File: src/rtl/concat_rotate_compare.sv
// concat_rotate_compare
// Compares the natural concatenation X = {a,b,c} with the rotated concatenation
// Y = {b,c,a} as unsigned values. Equality, greater-than and less-than flags and
// both concatenations are registered, with out_valid qualifying them one cycle
// after in_valid. Equality holds exactly when all three lanes carry the same value.
module concat_rotate_compare #(
   parameter int WIDTH = 2
) (
   input  logic               clk,
   input  logic               rst,
   input  logic               in_valid,
   input  logic [WIDTH-1:0]   a,
   input  logic [WIDTH-1:0]   b,
   input  logic [WIDTH-1:0]   c,
   output logic               out_valid,
   output logic               result,
   output logic               gt,
   output logic               lt,
   output logic [3*WIDTH-1:0] abc,
   output logic [3*WIDTH-1:0] bca
);

   localparam int XW = 3 * WIDTH;

   logic [XW-1:0] x_next;
   logic [XW-1:0] y_next;
   logic          eq_next;
   logic          gt_next;
   logic          lt_next;

   logic          out_valid_reg;
   logic          result_reg;
   logic          gt_reg;
   logic          lt_reg;
   logic [XW-1:0] abc_reg;
   logic [XW-1:0] bca_reg;

   // Place each operand into its field of both concatenations, one lane per
   // generate iteration: lane 0 is the top field, lane 2 the bottom field.
   logic [WIDTH-1:0] x_field [3];
   logic [WIDTH-1:0] y_field [3];

   assign x_field[0] = a;
   assign x_field[1] = b;
   assign x_field[2] = c;
   assign y_field[0] = b;
   assign y_field[1] = c;
   assign y_field[2] = a;

   generate
      for (genvar gi = 0; gi < 3; gi++) begin : g_field
         assign x_next[(3-gi)*WIDTH-1 -: WIDTH] = x_field[gi];
         assign y_next[(3-gi)*WIDTH-1 -: WIDTH] = y_field[gi];
      end
   endgenerate

   // Full-width unsigned compare ahead of the output register; the three flags
   // are mutually exclusive by construction.
   always_comb begin
      eq_next = 1'b0;
      gt_next = 1'b0;
      lt_next = 1'b0;
      if (x_next == y_next) begin
         eq_next = 1'b1;
      end else if (x_next > y_next) begin
         gt_next = 1'b1;
      end else begin
         lt_next = 1'b1;
      end
   end

   // Output register: reset wins over in_valid; without in_valid the data
   // outputs hold and only out_valid drops.
   always_ff @(posedge clk) begin
      if (rst) begin
         out_valid_reg <= 1'b0;
         result_reg    <= 1'b0;
         gt_reg        <= 1'b0;
         lt_reg        <= 1'b0;
         abc_reg       <= '0;
         bca_reg       <= '0;
      end else begin
         out_valid_reg <= in_valid;
         if (in_valid) begin
            result_reg <= eq_next;
            gt_reg     <= gt_next;
            lt_reg     <= lt_next;
            abc_reg    <= x_next;
            bca_reg    <= y_next;
         end
      end
   end

   assign out_valid = out_valid_reg;
   assign result    = result_reg;
   assign gt        = gt_reg;
   assign lt        = lt_reg;
   assign abc       = abc_reg;
   assign bca       = bca_reg;

endmodule

File: config.mk
export PLATFORM = sky130hd
export DESIGN_NAME = concat_rotate_compare
export DESIGN_NICKNAME = d
export VERILOG_FILES = /design/src/rtl/concat_rotate_compare.sv
export SDC_FILE = /design/constraint.sdc
export NUM_CORES = 1
export LEC_CHECK = 0
export BUFFER_PORTS_ARGS = -buffer_cell sky130_fd_sc_hd__buf_2
export CAP_MARGIN = 30
export CORE_MARGIN = 2
export CORE_UTILIZATION = 35
export CTS_BUF_LIST = sky130_fd_sc_hd__clkbuf_8
export DETAILED_ROUTE_END_ITERATION = 7
export PLACE_DENSITY = 0.67
export SKIP_LAST_GASP = 1
export SLEW_MARGIN = 20
export SYNTH_ARGS = -nofsm -noshare
export SYNTH_HDL_FRONTEND = slang
export SYNTH_SLANG_ARGS = --single-unit
File: constraint.sdc
create_clock -name clk -period 1.4 [get_ports clk]
set_input_delay 0.21 -clock clk [delete_from_list [all_inputs] [get_ports clk]]
set_output_delay 0.21 -clock clk [all_outputs]
set_load 0.02 [all_outputs]
==> reports/qor.txt <==
Slew headroom: 82.9%
Initial Util: 36.3%
layout cells sized above 1: 34.6%
max FFs per register: 5
Die Y: 43.1 um
period utilisation layout: 82.1%
hold buffer count at CTS: 0
# setup viols final: 0
drt via density: 4.68
TritonCTS Buffers: 3
Gates resized, CTS repair: 0
P_leak: 0.000371 uW
CTS tree: yes
Switching Share: 26.6%
clk slew on worst S/H paths: 40 ps
Area contributors post-synth: dfxtp_1, ha_1, mux2i_1, buf_4, inv_1
Reg area: 200 um2
Slew Limit Fails: 0
nets: 95
CP startpoint kind: input pin
Comb pwr share: 20.3%
Longest Clk Path Bufs: 2
Worst IR Drop VDD: 0.377 mV
clock latency on the worst-skew pair: 230 ps
area of the die: 0.00186 mm2
Avg Synthesized Cell Area: 9.06 um2
GRT overflow: 0
critical path class: input pin to register
crit path DAT: 1270 ps
Core ar.: 0.00147 mm2
clock power share: 38.1%
status: finished clean
Cell variety after synth: 18
vias in the first global route: 430
Final Routed Wirelength: 1010 um
Buffers on Ports: 24
Filler Cell Count: 167
DR WL/cell: 10.7 um
max-cap violations: 0
post-synth top area share: 37.5%
Sequential Power Share: 41.6%
gr usage total: 12.2%
pin count of the biggest net entering global routing: 12
DRC violations left: 0
area grow syn2layout: 23.7%
Internal: 552 uW
Yosys reg bits: 10
Syn Inst Count: 59
placed wire-length estimate: 787 um
synthesized cell area: 534 um2
syn_nets: 74
Antenna Cells: 0
root buffer cell: clkbuf_8
power density over the cells: 1140 mW/mm2
first-pass GRT wire length: 1660 um
number of setup buffers added after CTS: 0
vias: 440
Multi-input gate area: 253 um2
setup TNS: 0 ps
CP Capture Type: register
clock skew: 0 ps
GPL Wtd Cong: 0.778
DR iter-0 viols: 2
site row count: 14
Post-synth EDFFs: 0
most frequent cell after synthesis: dfxtp_1
crit path max fanout: 3
min Tclk post-route: 1150 ps
top post-synthesis cells by count: dfxtp_1, inv_1, nor2_1
Tightest Pin Transition: 257 ps
initial antenna violation count: 0
post-synthesis async set-or-reset flop share: 0%
WP data required: 1520 ps
HP Class: input pin to register
H-tree levels: 1
sequential-to-total area share from yosys stat: 37.5%
RSZ-0062 raised after global routing: false
Pre-antenna DRT Iters: 4
Routed Antenna Nets: 0
dominant synthesized flop cell: dfxtp_1
Synth Warn #: 0
# clock sinks: 10
Sw Pwr: 200 uW
hold slack: 237 ps
top-level port count: 25
Fmax: 870 MHz
leading area contributor after synthesis: dfxtp_1
final hold vios: 0
Die Wd: 43.1 um
## placed cells by master, fill, tap and decap left out
cell type | Yosys | layout
o21ai_0 | 1 | 1
nor2b_1 | 1 | 1
o221a_1 | 1 | 1
nor3_1 | 1 | 1
ha_1 | 6 | 6
a31o_1 | 1 | 1
nor2_1 | 7 | 7
nand2_1 | 3 | 3
buf_2 | 2 | 24
nor3b_1 | 1 | 1
dfxtp_1 | 10 | 10
clkbuf_8 | 0 | 3
a21oi_1 | 3 | 3
nand4_1 | 1 | 1
nand3b_1 | 1 | 1
inv_1 | 7 | 7
o21a_1 | 1 | 1
mux2i_1 | 6 | 6
## cells by family after synthesis
logic type               synth area share, %
AO/OA/AOI/OAI                           8.90
flip-flops                              37.5
AND/OR/NAND/NOR                         13.1
multiplexers                            11.2
adder cells (fa/ha/maj)                 14.1
buffers and inverters                   15.2
## path summary, 6_finish.rpt
kind	startpoint	to	slack (ps)	depth (start not counted)
worst max-delay path	b[1]	lt	250	6
worst min-delay path	c[0]	abc[0]	240	3
worst max register to register	lt	lt	680	2
worst min register to register	result	result	470	2
## power groups by stage
| stage | registers (uW) | logic (uW) | clock network, uW |
|---|---|---|---|
| 6_report | 313 | 153 | 287 |
| 5_1_grt | 315 | 170 | 317 |
| 4_1_cts | 313 | 155 | 299 |
| 3_5_place_dp | 319 | 154 | 0 |
| 3_3_place_gp | 317 | 151 | 0 |
| 2_1_floorplan | 341 | 91.4 | 0 |
## layer usage
metal	routed length, um	vias to the layer above	GRT usage [%]
li1	-	229	-
met1	450	188	14.0
met2	447	19	17.9
met3	91	4	5.11
met4	17	0	9.09
met5	0	-	0
## critical path, stage by stage
cell	delay (ps)
buf_2	100
inv_1	40
ha_1	300
nand4_1	120
o221a_1	290
a31o_1	210
## cell type report
class                      count  share of cell area [%]
timing repair buffer          24                    18.2
multi-input combinational     34                    38.3
inverter                       7                    3.98
tap                           16                    3.03
clock buffer                   3                    6.25
sequential                    10                    30.3
## stage by stage
stage / utilization, % / total power (uW) / setup slack (ps) / cells / area [um2]
6_report: 44.9 / 753 / 250 / 94 / 661
5_1_grt: 44.9 / 802 / 160 / 94 / 661
4_1_cts: 44.9 / 768 / 248 / 94 / 661
3_5_place_dp: 42.1 / 472 / 7.99 / 91 / 619
3_3_place_gp: 42.1 / 469 / 39.0 / 91 / 619
2_1_floorplan: - / 433 / 183 / 59 / 534
Power figures use the tool's default switching activity.
